===== config.mk =====
export PLATFORM = sky130hd
export DESIGN_NAME = receiver
export DESIGN_NICKNAME = d
export VERILOG_FILES = /design/src/rtl/receiver_pkg.sv /design/src/rtl/receiver_serial_to_parallel.sv /design/src/rtl/receiver.sv
export SDC_FILE = /design/constraint.sdc
export NUM_CORES = 1
export LEC_CHECK = 0
export BUFFER_PORTS_ARGS = -buffer_cell sky130_fd_sc_hd__buf_2
export CORE_MARGIN = 10
export CORE_UTILIZATION = 32
export DETAILED_ROUTE_END_ITERATION = 10
export SLEW_MARGIN = 20
export SYNTH_ARGS = -nofsm -noshare
export SYNTH_HDL_FRONTEND = slang
export SYNTH_SLANG_ARGS = --single-unit

===== constraint.sdc =====
create_clock -name clk -period 2.2 [get_ports clk]
set_clock_uncertainty 0.2 [all_clocks]
set_input_delay 0.22 -clock clk [delete_from_list [all_inputs] [get_ports clk]]
set_output_delay 0.22 -clock clk [all_outputs]
set_load 0.05 [all_outputs]

===== src/rtl/receiver_pkg.sv =====
// receiver_pkg: shared types and default frame constants for the serial receiver.
//   rx_state_t  - receive FSM states
//   DATA_BITS   - data bits per frame
//   OVERSAMPLE  - clk cycles per serial bit
//   START_CHECK - bit-sample count at which the start bit is re-checked
//   FRAME_BITS  - start + data + stop bits
package receiver_pkg;

   localparam int DATA_BITS   = 8;
   localparam int OVERSAMPLE  = 16;
   localparam int START_CHECK = 7;
   localparam int FRAME_BITS  = DATA_BITS + 2;

   typedef enum logic [1:0] {IDLE, START, DATA, STOP} rx_state_t;

endpackage


===== src/rtl/receiver_serial_to_parallel.sv =====
// serial_to_parallel: right-shift register that assembles LSB-first serial data.
//   clk          - rising-edge clock
//   rst          - asynchronous active-high reset, clears the register
//   clear        - synchronous clear (wins over shift)
//   shift        - shift serial_in into the MSB, moving everything one place right
//   serial_in    - incoming bit
//   parallel_out - current register contents
module serial_to_parallel #(
   parameter int WIDTH = 8
) (
   input  logic             clk,
   input  logic             rst,
   input  logic             clear,
   input  logic             shift,
   input  logic             serial_in,
   output logic [WIDTH-1:0] parallel_out
);

   logic [WIDTH-1:0] sreg;

   always_ff @(posedge clk or posedge rst) begin
      if (rst) begin
         sreg <= '0;
      end else if (clear) begin
         sreg <= '0;
      end else if (shift) begin
         sreg <= {serial_in, sreg[WIDTH-1:1]};
      end
   end

   assign parallel_out = sreg;

endmodule


===== src/rtl/receiver.sv =====
// receiver: recovers 10-bit async frames (start 0, data LSB first, stop 1) from a
// 16x-oversampled serial line and holds each byte for the host.
//   clk            - single clock, rising edge
//   rst            - asynchronous active-high reset
//   data_in        - serial line (asynchronous to clk, idles high)
//   receive_enable - high permits reception; low aborts any frame in flight
//   read           - host strobe consuming the held byte
//   data_out       - last received byte
//   data_valid     - byte held and not yet read
//   framing_error  - last frame's stop bit sampled 0
//   overrun_error  - an unread byte was overwritten
module receiver #(
   parameter int DATA_BITS   = receiver_pkg::DATA_BITS,
   parameter int OVERSAMPLE  = receiver_pkg::OVERSAMPLE,
   parameter int START_CHECK = receiver_pkg::START_CHECK
) (
   input  logic                 clk,
   input  logic                 rst,
   input  logic                 data_in,
   input  logic                 receive_enable,
   input  logic                 read,
   output logic [DATA_BITS-1:0] data_out,
   output logic                 data_valid,
   output logic                 framing_error,
   output logic                 overrun_error
);

   import receiver_pkg::*;

   localparam int BSC_W = $clog2(OVERSAMPLE);
   localparam int BIC_W = $clog2(DATA_BITS + 1);

   localparam logic [BSC_W-1:0] BSC_LAST  = BSC_W'(OVERSAMPLE - 1);
   localparam logic [BSC_W-1:0] BSC_CHECK = BSC_W'(START_CHECK);
   localparam logic [BIC_W-1:0] BIC_LAST  = BIC_W'(DATA_BITS - 1);

   rx_state_t        state_q, state_d;
   logic [BSC_W-1:0] bsc_q, bsc_d;
   logic [BIC_W-1:0] bic_q, bic_d;

   logic sync1, rx_s, rx_prev;
   logic shift, clear_sr, complete;
   logic [DATA_BITS-1:0] shift_data;

   // Synchronizer plus one extra stage for falling-edge detection; all idle high so
   // reset never looks like a start edge.
   always_ff @(posedge clk or posedge rst) begin
      if (rst) begin
         sync1   <= 1'b1;
         rx_s    <= 1'b1;
         rx_prev <= 1'b1;
      end else begin
         sync1   <= data_in;
         rx_s    <= sync1;
         rx_prev <= rx_s;
      end
   end

   always_ff @(posedge clk or posedge rst) begin
      if (rst) begin
         state_q <= IDLE;
         bsc_q   <= '0;
         bic_q   <= '0;
      end else begin
         state_q <= state_d;
         bsc_q   <= bsc_d;
         bic_q   <= bic_d;
      end
   end

   always_comb begin
      state_d  = state_q;
      bsc_d    = bsc_q;
      bic_d    = bic_q;
      shift    = 1'b0;
      clear_sr = 1'b0;
      complete = 1'b0;
      unique case (state_q)
         IDLE: begin
            // Needs a real high-to-low edge: a line stuck low never starts a frame.
            if (receive_enable && rx_prev && !rx_s) begin
               state_d  = START;
               bsc_d    = '0;
               clear_sr = 1'b1;
            end
         end
         START: begin
            if (!receive_enable) begin
               state_d = IDLE;
            end else if (bsc_q == BSC_CHECK) begin
               if (rx_s) begin
                  state_d = IDLE;
               end else begin
                  state_d = DATA;
                  bsc_d   = '0;
                  bic_d   = '0;
               end
            end else begin
               bsc_d = bsc_q + 1'b1;
            end
         end
         DATA: begin
            if (!receive_enable) begin
               state_d = IDLE;
            end else begin
               bsc_d = (bsc_q == BSC_LAST) ? '0 : bsc_q + 1'b1;
               if (bsc_q == BSC_LAST) begin
                  shift = 1'b1;
                  bic_d = bic_q + 1'b1;
                  if (bic_q == BIC_LAST) begin
                     state_d = STOP;
                  end
               end
            end
         end
         STOP: begin
            if (!receive_enable) begin
               state_d = IDLE;
            end else begin
               bsc_d = (bsc_q == BSC_LAST) ? '0 : bsc_q + 1'b1;
               if (bsc_q == BSC_LAST) begin
                  complete = 1'b1;
                  state_d  = IDLE;
               end
            end
         end
         default: state_d = IDLE;
      endcase
   end

   serial_to_parallel #(
      .WIDTH(DATA_BITS)
   ) u_s2p (
      .clk         (clk),
      .rst         (rst),
      .clear       (clear_sr),
      .shift       (shift),
      .serial_in   (rx_s),
      .parallel_out(shift_data)
   );

   // Host-facing registers. A completion coinciding with read delivers the new
   // byte and is not an overrun.
   always_ff @(posedge clk or posedge rst) begin
      if (rst) begin
         data_out      <= '0;
         data_valid    <= 1'b0;
         framing_error <= 1'b0;
         overrun_error <= 1'b0;
      end else if (complete) begin
         data_out      <= shift_data;
         data_valid    <= 1'b1;
         framing_error <= ~rx_s;
         if (data_valid && !read) begin
            overrun_error <= 1'b1;
         end
      end else if (read) begin
         data_valid    <= 1'b0;
         overrun_error <= 1'b0;
      end
   end

endmodule


# Word level (Yosys, flattened, before mapping)
# Index checks and enable logic that the tools add are counted.
[totals]
word_cells = 81
regBits = 32
[op_classes]
n_reduce_logical = 14
bitwise_logic = 1
n_eq_ne = 19
n_addsub = 2
n_mux = 34
[op_table]
columns = ["op", "n"]
rows = [
  ["$mux W4", 10],
  ["$mux W2", 9],
  ["$mux W8", 2],
  ["$ne A3 B3 Y1 const B", 5],
  ["$ne A2 B2 Y1 const B", 6],
  ["$pmux W4 S3", 1],
  ["$mux W1", 10],
  ["$add A4 B1 Y4 const B", 2],
  ["$eq A4 B3 Y1 const B", 2],
  ["$pmux W2 S4", 1],
  ["$pmux W4 S2", 1],
  ["$reduce_and A6 Y1", 1],
  ["$reduce_bool A2 Y1", 3],
  ["$reduce_and A5 Y1", 1],
  ["$eq A2 B2 Y1 const B", 2],
  ["$eq A4 B4 Y1 const B", 1],
  ["$ne A2 B1 Y1 const B", 2],
  ["$reduce_and A4 Y1", 1],
  ["$logic_and A1 B1 Y1", 3],
  ["$eq A2 B1 Y1 const B", 1],
  ["$logic_not A1 Y1", 2],
  ["$logic_not A2 Y1", 1],
  ["$reduce_and A2 Y1", 1],
  ["$reduce_or A2 Y1", 1],
  ["$not A1 Y1", 1],
]

# Logic depth before layout (Yosys ltp)
# Gate-level depths: netlist of run 1.
[depth]
depth_word = 6
ltp_mapped = 7

# Modules after synthesis
# A second synthesis of run 1 with hierarchy kept.
[hier_totals]
hier_cells = 133
hier_area_um2 = 1525.2
[by_module_without_submodules]
columns = ["module", "area_each_um2", "cells_each", "instances"]
rows = [
  ["receiver", 1196.1, 106, 1],
  ["serial_to_parallel", 329.1, 27, 1],
]

# Worst setup path after synthesis of run 1
# Ideal clock, no wire load.
[synth_timing]
kind = "register to register"
start = "register bsc_q[0]"
end = "register bsc_q[3]"
n_path_buf = 1
arrival_time_ns = 1.568
required_ns = 1.924
stages_incl_launch_ff = 7
slack_ns = 0.355
setup_time_ns = 0.076
path_cell_list = "dfrtp_1 ha_1 buf_2 nand4b_1 o221ai_1 or4_1 o21ai_1"
[synth_via]
elab_chain_cells = 4
[synth_rtl]
columns = ["item", "line", "text"]
rows = [
  ["from (decl)", "receiver.sv:38", "logic [BSC_W-1:0] bsc_q, bsc_d;"],
  ["from (signal assigned)", "receiver.sv:66", "bsc_q <= bsc_d;"],
  ["$add A4 B1 Y4, or another cell as far along", "receiver.sv:99, receiver.sv:106, receiver.sv:120", ""],
  ["$mux W4, on equally long branches", "receiver.sv:106, receiver.sv:120, receiver.sv:90", ""],
  ["$mux W4, on equally long branches", "receiver.sv:103, receiver.sv:117, receiver.sv:88", ""],
  ["$pmux W4 S3", "receiver.sv:78", "unique case (state_q)"],
]
# Parallel ways exist; a longest one is shown, timed or not. The select of a mux whose other input is x is not followed.
# A chain may end at the register's enable or synchronous reset.

# Final worst setup path of run 1
# Ends and elaborated chain as after synthesis.

==> results.md, run 1 <==
- The quantity of gates resized following cts is 0.
- When the netlist entered floorplanning its net count stood at 128.
- The instance count after placement with tap cells included is 184.
- The max capacitance violation total is 0.
- For this design, the slowest cell found on the critical path is sky130_fd_sc_hd__or4_1.
- The root buffer cell is sky130_fd_sc_hd__clkbuf_8.
- The required time reported for the critical path endpoint is 2.21 ns.
- The total number of yosys warnings is 0.
- Of the synthesized area, sequential elements account for 0.573.
- Detailed placement ended at an HPWL of 1900 um.
- The number of max-slew violations in the final report came to 0.
- The area enclosed by the die boundary is 7440 um2.
- The iteration-0 DRC count of the detailed router is 139.
- The core area is 4290 um2.
- Setup repair after global routing left no endpoint under its margin.
- In the final timing run, aggregate negative setup slack is 0 ns.
- The worst hold path belongs to the class input port to register.
- For this design the top-level I/O count stands at 16.
- The width of the chip is 86.3 um.
- The layout overhead on the synthesized area is 17.6%.
- The CTS clock-pin slew for the worst setup and hold paths is 0.07 ns.
- VDD sags by at most 0.409 mV.
- The startpoint kind of the worst setup timing path is a register.
- At the end of the flow, the number of nets in the layout was 149.
- After detailed routing, the number of vias per cell comes to 5.29.
- Dividing the detail-routed wire length by the instance count gives 13.8 um.
- The post-route DRC violation count is 0.
- The number of antenna violations at the first check in global routing came to 0.
- The number of nets still failing antenna checks after routing is 0.
- The kind of capture point of the worst setup path is a register.
- By startpoint and endpoint, the worst setup path is classified as register to register.
- The largest single stage delay on the critical path is 0.54 ns.
- Across all layers, the routed design uses 1032 vias.
- At the pin with the least slew margin, the transition time is 0.667 ns.
- Of the cells placed in the final design, the portion with a size suffix greater than 1 is 0.273.
- The flow ran to the end, and the final reports show no timing, DRC or antenna violations.
- The synthesized design contains 32 register bits.
- Setup violations remaining at the end of the flow were counted as 0.
- The endpoint arrival time on the critical path is 1.98 ns.
- The first global-routing pass estimated 4770 um of wire.
- Buffers placed on the I/O ports in this run total 15.
- At the end of routability-driven placement, the weighted congestion stood at 0.855.
- The H-tree depth reported by CTS is 2.
- Derived from the worst setup path, the maximum achievable clock frequency is 509 MHz.
- Each instance of the synthesized netlist takes up on average 11.6 um2.
- The final count of hold timing violations is 0.
- The largest net degree at the start of global routing is 33.
- The count of flip-flops with a built-in enable after synthesis is 0.
- The number of unique standard cell types used by synthesis is 38.
- Counting every sink on the clock net gives 32.
- The standard-cell row count is 24.
- The overall fraction of global-route tracks in use is 0.0778.
- The post-layout instance count excluding filler cells is 195.
- For this run, the leading register cell type out of synthesis is sky130_fd_sc_hd__dfrtp_1.
- The number of global-route vias before repair is 1090.
- For the worst-skew pair, the clock arrives at the later sink with an insertion delay of 0.28 ns.
- The part of the cycle the worst path needs is 0.893.
- The area of the multi-input gates is 539 um2.
- The analysis attributes to cell leakage a power of 0.785 nW.
- Registers take 805 um2.
- For this run, the detailed router's first-pass iteration total came to 5.
- After detailed routing, the total wire length is 2680 um.
- The number of buffers added to fix hold violations after cts is 3.
- The number of buffers on the longest clock path is 2.
- Measured along the y axis, the die boundary spans 86.3 um.
- Clock tree synthesis inserted a total of 5 buffers.
- The signal on the critical path passes through ha_1, nand4b_1, o221ai_1, or4_1, o21ai_1.
- The mapped netlist covers 1410 um2.
- The worst path needs 1.96 ns of the cycle, external delays included.
- The total power density per cell area is 678 nW/um2.
- The TritonCTS clock tree is done.
- After global routing the overflow that remains totals 0.
- After filler insertion, the fill cell instance count of the layout stands at 403.
- The repair_antennas step left the layout with diodes totalling 0.
- The initial core utilization is 0.327.
- After clock tree synthesis, the setup repair step added 0 buffers.
- For this run, asynchronously set or reset flops after synthesis account for 1.00.
- The worst pin sits at a relative slew slack of 0.554.
- The synthesized instance count is 121.
- Along the worst path, the maximum fanout reaches 9.
-- where the power goes --
group | internal (mW) | switching [mW] | total, mW
clock | 0.254 | 0.207 | 0.461
sequential | 0.599 | 0.0112 | 0.610
combinational | 0.0193 | 0.0295 | 0.0488
-- per-layer routing --
metal	share of wire	global-route usage	wire (um)	vias to the layer above
met5	0	0	0	-
met4	0.013	0.0353	35	0
met3	0.072	0.0338	192	4
met2	0.47	0.123	1270	44
met1	0.44	0.0890	1180	496
li1	-	-	-	488
-- cells in the mapped netlist (all sizes together), types with 2 or more instances --
cell   count  area (um2)
nor3       4        20.0
nand4      3        18.8
a21oi      4        20.0
ha         2        25.0
o21ai      9        45.0
mux2      10         113
dfrtp     29         726
dfstp      3        78.8
nand2      9        33.8
a22o       8        70.1
inv        6        22.5
buf        6        35.0
nor2       3        11.3
a31oi      3        18.8
-- placed cells by master (no fill, tap or decap), types with 3 or more instances in the layout --
cell | synthesis | layout
sky130_fd_sc_hd__a21oi_1 | 4 | 4
sky130_fd_sc_hd__o21ai_0 | 7 | 7
sky130_fd_sc_hd__nor3_1 | 4 | 4
sky130_fd_sc_hd__clkbuf_8 | 0 | 6
sky130_fd_sc_hd__nand4_1 | 3 | 3
sky130_fd_sc_hd__dlygate4sd3_1 | 0 | 3
sky130_fd_sc_hd__mux2_2 | 10 | 10
sky130_fd_sc_hd__nor2_1 | 3 | 3
sky130_fd_sc_hd__a22o_1 | 8 | 8
sky130_fd_sc_hd__buf_4 | 2 | 3
sky130_fd_sc_hd__dfrtp_1 | 29 | 29
sky130_fd_sc_hd__inv_1 | 6 | 6
sky130_fd_sc_hd__nand2_1 | 9 | 9
sky130_fd_sc_hd__a31oi_1 | 3 | 3
sky130_fd_sc_hd__buf_2 | 4 | 15
sky130_fd_sc_hd__dfstp_2 | 3 | 3
-- kinds of logic after synthesis --
| kind of cell | after synthesis | share of synthesized area |
|---|---|---|
| AOI/OAI and AO/OA | 34 | 0.168 |
| DFF | 32 | 0.573 |
| and+or+nand+nor | 29 | 0.111 |
| buffers and inverters | 13 | 0.0436 |
| muxes | 10 | 0.0801 |
| adders and majority gates | 2 | 0.0178 |
| xor gates and xnor gates | 1 | 0.00623 |
-- area by class of cell --
cell class                      count  area share
Clock buffer                        7      0.0522
Timing Repair Buffer               21      0.0772
Inverter                            6      0.0136
Sequential cell                    32       0.487
Multi-Input combinational cell     76       0.326
Clock inverter                      1     0.00454
Tap cell                           52      0.0394
-- critical path: cells and delay by family, from the launching register on --
family          cells  cell delay, ns
compound gates      2            0.29
fa+ha+maj           1            0.32
flops               1            0.41
simple gates        2            0.67
-- state kept, by name (all words and copies together), names as in the netlist, 2 cells and up --
| register | flops |
|---|---|
| data_out | 8 |
| u_s2p.parallel_out | 8 |
| bic_q | 4 |
| bsc_q | 4 |
| state_q | 2 |
-- metrics by stage --
step,power (mW),setup WS (ns),utilization,hold WS (ns),area (um2)
after global routing,1.17,0.0523,0.385,0.0322,1650
after global placement,0.664,0.294,0.356,0.113,1530
final,1.12,0.236,0.385,0.0219,1650
after detailed placement,0.667,0.240,0.356,0.126,1530
after floorplan,0.649,0.355,-,0.0245,1410
after CTS,1.14,0.225,0.385,0.0104,1650
-- worst paths after layout --
| kind | from | to | slack (ns) | depth (start not counted) |
|---|---|---|---|---|
| max | bsc_q[0] | bsc_q[3] | 0.24 | 5 |
| min | receive_enable | bsc_q[2] | 0.02 | 2 |
| max reg2reg | bsc_q[0] | bsc_q[3] | 0.24 | 5 |
| min reg2reg | sync1 | rx_s | 0.16 | 0 |
| max in group asynchronous | rst | rx_prev | 1.13 | 4 |
| min in group asynchronous | rst | bic_q[0] | 0.35 | 4 |
No activity file was read; power rests on OpenSTA's default activity.
==> inputs of run 2 (changes only) <==
--- a/config.mk
+++ b/config.mk
@@ -7,8 +7,10 @@
 export LEC_CHECK = 0
 export BUFFER_PORTS_ARGS = -buffer_cell sky130_fd_sc_hd__buf_2
 export CORE_MARGIN = 10
-export CORE_UTILIZATION = 32
+export CORE_UTILIZATION = 50
 export DETAILED_ROUTE_END_ITERATION = 10
+export HOLD_SLACK_MARGIN = 0.1
+export PLACE_DENSITY = 0.7
 export SLEW_MARGIN = 20
 export SYNTH_ARGS = -nofsm -noshare
 export SYNTH_HDL_FRONTEND = slang
==> results.md, run 2 (same netlist as run 1, synthesis figures left out) <==
- The overall fraction of global-route tracks in use is 0.101.
- The critical path start-end classification is register to register.
- The switching power summed over all nets is 235 uW.
- The floorplan has 19 rows.
- The worst hold-check slack is 0.162 ns.
- The sink count of the clock tree is 32.
- The total length of routed met3 wires is 119 um.
- The overall power is 1.01 mW.
- STA classifies the critical path startpoint as a register.
- The wire length after detailed routing is 2740 um.
- Across the VDD grid, the largest voltage drop is 0.507 mV.
- The repair_antennas step left the layout with diodes totalling 0.
- The first global-routing pass estimated 4340 um of wire.
- The die span in y is 73.0 um.
- The initial utilization of the core area, before any placement, comes to 0.518.
- At the end of routability-driven placement, the weighted congestion stood at 0.798.
- The iteration-0 DRC count of the detailed router is 72.
- The total routed wire length on the met1 layer is 1200 um.
- The width of the chip is 73.0 um.
- The required time reported for the critical path endpoint is 2.26 ns.
- The total overflow left after global routing is 0.
- Of the available clock period, the critical path in the final layout requires 0.910.
- Of the total power, registers draw 0.602.
- In the layout the commonest cells are sky130_fd_sc_hd__dfrtp_1 (29), sky130_fd_sc_hd__buf_2 (15), sky130_fd_sc_hd__mux2_2 (10), sky130_fd_sc_hd__nand2_1 (9), sky130_fd_sc_hd__a22o_1 (8).
- The detailed placement HPWL is 1920 um.
- The highest clock rate is 500 MHz.
- 16 I/O pins were placed.
- The sum of negative setup slack is 0 ns.
- The critical path's slowest cell is sky130_fd_sc_hd__a31oi_1.
- The run finished with clean final reports.
- Setup repair after global routing left no endpoint under its margin.
- For this design the ratio of total power to cell area is 622 nW/um2.
- In the final layout, flip-flops and latches occupy 805 um2.
- The quantity of gates resized following cts is 0.
- Of the total power, the clock network draws 0.348.
- Of the cells placed in the final design, the portion with a size suffix greater than 1 is 0.274.
- Together, buffers and inverters on the worst path number 0.
- Once detail routing completed, the nets flagged for antenna violations numbered 0.
- The number of vias per cell is 5.81.
- The tool flagged a number of max-cap violations equal to 0.
- After detailed routing, the average wire length per cell comes to 15.5 um.
- The worst slew slack as a fraction of its limit is 0.515.
- Internal power comes to 775 uW.
- The routed length on met2 is 1390 um.
- The cell type group with the largest total delay on the critical path is compound AO/OA/AOI/OAI gates.
- The number of max-slew violations in the final report came to 0.
- The area of the multi-input gates is 539 um2.
- The detailed-router iteration count before antenna repair is 4.
- Clock-pin slew was measured on the worst setup and hold paths at 0.09 ns.
- The clock reaches the later pin of the worst-skew pair after 0.33 ns.
- The final count of hold timing violations was 0.
- The number of clock buffers added by TritonCTS is 5.
- The final critical delay including setup and external delays is 2.00 ns.
- The H-tree was split into 2 levels.
- The leakage power figure is 0.789 nW.
- CTS placed an instance of sky130_fd_sc_hd__clkbuf_4 at the clock tree root.
- The number of vias after detailed routing is 1029.
- Input and output buffers added on the ports amount to 15.
- TritonCTS built the clock tree.
- The setup violation total in the final timing report is 0.
- The core area is 2710 um2.
- The number of nets in the final layout is 152.
- The tightest min-delay check is of the register to register type.
- The detailed router used layers up to and including met4.
- Entering global routing, the biggest net connects 33 pins.
- Walking the worst path, the cells encountered are ha_1, nand4_1, nor3_1, a31oi_1, a22o_1.
- In this run the worst path has a maximum fanout of 9.
- The worst setup path is captured at a register.
- STA puts the critical path data arrival time at 2.06 ns.
- Of the total power, the share spent switching nets is 0.233.
- For the pin with the worst max-slew slack, the measured transition is 0.724 ns.
- In the routed design, unresolved DRC markers number 0.
- The number of buffers on the longest clock path is 2.
- The combinational share of power is 0.049.
- Relative to the synthesized area, the layout overhead comes to 15.5%.
- The number of global-route vias before repair was 970.
- The filler cells instantiated in the layout total 237.
- The die covers 5330 um2.
- Leaving out fill and tap cells, the most frequent cell in the layout is sky130_fd_sc_hd__dfrtp_1.
- The number of antenna violations at the first check in global routing is 0.
- The largest incremental delay on the critical path is 0.56 ns.
run 2: cell count changes in the layout (fill, tap and decap cells not counted):
cell                            previous run  this run
sky130_fd_sc_hd__clkbuf_8                  6         1
sky130_fd_sc_hd__buf_4                     3         4
sky130_fd_sc_hd__dlygate4sd3_1             3         5
sky130_fd_sc_hd__clkbuf_4                  0         5
run 2: area by class of cell:
type,instances,area share
clock inverter,1,0.00463
tap,31,0.0239
multi-input combinational,76,0.332
clock buffer,7,0.0339
sequential,32,0.496
inverter,6,0.0139
timing repair buffer,24,0.0956
run 2: routing by layer:
layer,global-route usage,up-vias
li1,-,499
met1,0.114,508
met2,0.168,17
met3,0.0476,5
met4,0.0253,0
met5,0,-
run 2: final timing paths:
| path | start | end | slack (ns) | cells past startpoint |
|---|---|---|---|---|
| setup / recovery | bsc_q[0] | u_s2p.parallel_out[6] | 0.20 | 5 |
| hold / removal | sync1 | rx_s | 0.16 | 0 |
| setup reg to reg | bsc_q[0] | u_s2p.parallel_out[6] | 0.20 | 5 |
| hold reg to reg | sync1 | rx_s | 0.16 | 0 |
| max in group asynchronous | rst | sync1 | 1.17 | 4 |
| min in group asynchronous | rst | u_s2p.parallel_out[5] | 0.30 | 4 |
run 2: stage by stage:
stage / std cells / area (um2) / worst slack (ns) / utilization
floorplan: 121 / 1410 / 0.355 / -
CTS: 177 / 1620 / 0.205 / 0.599
global placement: 164 / 1510 / 0.255 / 0.557
finish: 177 / 1620 / 0.198 / 0.599
detailed placement: 164 / 1510 / 0.208 / 0.557
global route: 177 / 1620 / 0.0233 / 0.599
run 2: power by group through the flow:
stage	combinational (mW)	clock, mW	sequential [mW]
after global placement	0.0435	0	0.619
after global routing	0.0555	0.381	0.610
after CTS	0.0508	0.358	0.608
final	0.0499	0.352	0.608
after floorplan	0.0344	0	0.615
after detailed placement	0.0453	0	0.620
run 2: repair_timing:
item / 4_1_cts / 5_1_grt
setup buffers: 0 / 0
setup endpoints to repair: 0 / 0
hold endpoints to repair: 37 / 0
hold buffers: 5 / 0
==> inputs of run 3 (changes only) <==
--- a/config.mk
+++ b/config.mk
@@ -5,12 +5,12 @@
 export SDC_FILE = /design/constraint.sdc
 export NUM_CORES = 1
 export LEC_CHECK = 0
-export BUFFER_PORTS_ARGS = -buffer_cell sky130_fd_sc_hd__buf_2
 export CORE_MARGIN = 10
 export CORE_UTILIZATION = 50
 export DETAILED_ROUTE_END_ITERATION = 10
+export DONT_BUFFER_PORTS = 1
+export GPL_ROUTABILITY_DRIVEN = 1
 export HOLD_SLACK_MARGIN = 0.1
-export PLACE_DENSITY = 0.7
 export SLEW_MARGIN = 20
 export SYNTH_ARGS = -nofsm -noshare
 export SYNTH_HDL_FRONTEND = slang
==> results.md, run 3 (same netlist as run 1, synthesis figures left out) <==
- The run finished with clean final reports.
- The number of buffer cells added on primary ports is 0.
- The detailed-router iteration count before antenna repair is 5.
- The largest net degree at the start of global routing is 33.
- In this run the power density over the cells is 640 nW/um2.
- The routed length on met2 is 1040 um.
- The worst-case IR drop observed on VDD is 0.471 mV.
- The count of antenna diodes in the layout is 0.
- The worst slew slack as a fraction of its limit is 0.664.
- The H-tree generated during clock tree synthesis spans 2 levels.
- The placer congestion estimate is 0.814.
- Hold timing on the final database bottoms out at a slack of 0.121 ns.
- Of all nets on the critical path, the largest fanout is 9.
- In the final design database the tool counted 136 nets.
- In this run the cell area measured after placement is 1440 um2.
- The number of buffers on the longest clock path is 2.
- The worst setup path is of the register to register kind.
- The overall fraction of global-route tracks in use is 0.103.
- Routed signal wires occupy layers up through met4.
- The die is 73.0 um wide.
- The layout filler cell count is 241.
- The post-layout instance count excluding filler cells is 161.
- From synthesis to final layout, the design area changed by 8.99%.
- The number of global-route vias before repair was 914.
- The number of max-slew violations in the final report is 0.
- The critical path depth is 5.
- STA classifies the critical path startpoint as a register.
- The initial utilization of the core area, before any placement, comes to 0.518.
- The finished cells cover 1530 um2.
- The overall power is 981 uW.
- The worst path needs 1.97 ns of the cycle, external delays included.
- The number of buffer and inverter stages on the critical path is 0.
- Static timing analysis puts the maximum clock frequency at 509 MHz.
- Of the cells placed in the final design, the portion with a size suffix greater than 1 is 0.200.
- The total routed wire length on the met1 layer is 1250 um.
- In this run, the number of DRC markers left after iteration 0 of detailed routing was 85.
- The first global-routing pass estimated 4350 um of wire.
- The most common cell after layout, fill and taps aside is sky130_fd_sc_hd__dfrtp_1.
- For the pin with the worst max-slew slack, the measured transition is 0.504 ns.
- TritonCTS built the clock tree.
- The sink count of the clock tree is 32.
- The count of nets left with antenna violations once routing finished came out at 0.
- The placement-stage worst setup slack is 0.265 ns.
- The number of vias after detailed routing is 930.
- The largest single stage delay on the critical path is 0.55 ns.
- The area enclosed by the die boundary is 5330 um2.
- The cell type group with the largest total delay on the critical path is simple AND/OR/NAND/NOR gates.
- Measured on the finished design, the core utilization comes to 0.565.
- Summed over all failing endpoints, the final setup total negative slack is 0 ns.
- Wires add up to 2550 um.
- In the final routed layout, each cell accounts on average for 15.9 um.
- The endpoint arrival time on the critical path is 2.03 ns.
- Walking the worst path, the cells encountered are ha_1, nand4b_1, o221ai_1, or4_1, o21ai_1.
- Setup repair after global routing left no endpoint under its margin.
- The worst path meets setup with 0.234 ns of slack.
- The CTS clock-pin slew for the worst setup and hold paths is 0.10 ns.
- The global route total overflow is 0.
- The standard-cell row count is 19.
- Using the TritonRoute via totals, the vias-per-cell ratio works out to 5.78.
- Counting cells, the worst reg-to-reg path comes to 5.
- The worst hold-check path type is input port to register.
- The critical path's slowest cell is sky130_fd_sc_hd__or4_1.
- Summed over all cells, the static leakage comes to 0.707 nW.
- Setup violations remaining at the end of the flow were counted as 0.
- The number of top-level pins is 16.
- Of the available clock period, the critical path in the final layout requires 0.894.
- STA classifies the critical path endpoint as a register.
- In this run, CTS created clock tree buffers numbering 5.
- The library cells used most frequently in the layout, excluding fill and tap cells, are sky130_fd_sc_hd__dfrtp_1 (29), sky130_fd_sc_hd__mux2_2 (10), sky130_fd_sc_hd__nand2_1 (9), sky130_fd_sc_hd__a22o_1 (8), sky130_fd_sc_hd__o21ai_0 (7).
- The final count of hold timing violations was 0.
- Max-cap violations in this run came to 0.
- The number of antenna violations at the first check in global routing is 0.
- The clock latency on the worst-skew pair is 0.33 ns.
- The instance count after placement with tap cells included is 149.
- The post-route DRC violation count is 0.
- The region available for standard cell placement spans 2710 um2.
- The wire-length estimate of the detail-placed layout is 1710 um.
- The post-CTS setup-driven buffer insertion count is 0.
- The root buffer cell is sky130_fd_sc_hd__clkbuf_4.
- After detailed routing, the met3 layer carries 224 um of wire.
- Measured along the y axis, the die boundary spans 73.0 um.
- The worst hold path passes through 3 cells.
- At the worst endpoint, the required time is 2.26 ns.
==> run 3: changes by cell type in the layout (fill, tap and decap cells not counted) <==
cell and change:
sky130_fd_sc_hd__buf_2 -15, sky130_fd_sc_hd__dlygate4sd3_1 -1, sky130_fd_sc_hd__clkinv_4 +1, sky130_fd_sc_hd__clkbuf_8 -1
sky130_fd_sc_hd__clkbuf_1 -1, sky130_fd_sc_hd__clkinv_2 +2, sky130_fd_sc_hd__clkinvlp_4 -1
==> run 3: timing repair <==
item                                   4_1_cts  5_1_grt
hold buffers                                 4        0
endpoints found under the hold margin       45        0
gates resized for setup                      0        0
==> run 3: final cells by class <==
class | instances | area, um2 | share of cell area
Clock inverter | 3 | 18.8 | 0.0123
Inverter | 6 | 22.5 | 0.0147
Clock buffer | 5 | 37.5 | 0.0245
Sequential cell | 32 | 805 | 0.525
Timing Repair Buffer | 8 | 70.1 | 0.0458
Multi-Input combinational cell | 76 | 539 | 0.352
Tap cell | 31 | 38.8 | 0.0253
==> run 3: final timing paths <==
| kind | start | slack [ns] | end |
|---|---|---|---|
| min in group asynchronous | rst | 0.20 | data_out[5] |
| min | receive_enable | 0.12 | u_s2p.parallel_out[3] |
| min reg2reg | sync1 | 0.16 | rx_s |
| max in group asynchronous | rst | 1.28 | rx_prev |
| max | bsc_q[0] | 0.23 | bsc_q[3] |
| max reg2reg | bsc_q[0] | 0.23 | bsc_q[3] |
==> run 3: power by group <==
part           internal [mW]  total (mW)  leakage, nW  switching [mW]
clock                  0.122       0.324       0.0349           0.202
combinational         0.0189      0.0480        0.237          0.0291
sequential             0.598       0.608        0.435          0.0103
==> run 3: per-layer routing <==
layer	up-vias	track usage
met5	-	0
li1	464	-
met1	437	0.138
met4	0	0.0506
met3	4	0.0490
met2	25	0.132
==> run 3: worst reg2reg max path, cell delays in order, from the launching register on <==
cell and delay [ns]:
sky130_fd_sc_hd__dfrtp_1 0.42, sky130_fd_sc_hd__ha_1 0.32, sky130_fd_sc_hd__nand4b_1 0.13, sky130_fd_sc_hd__o221ai_1 0.20, sky130_fd_sc_hd__or4_1 0.55, sky130_fd_sc_hd__o21ai_1 0.08
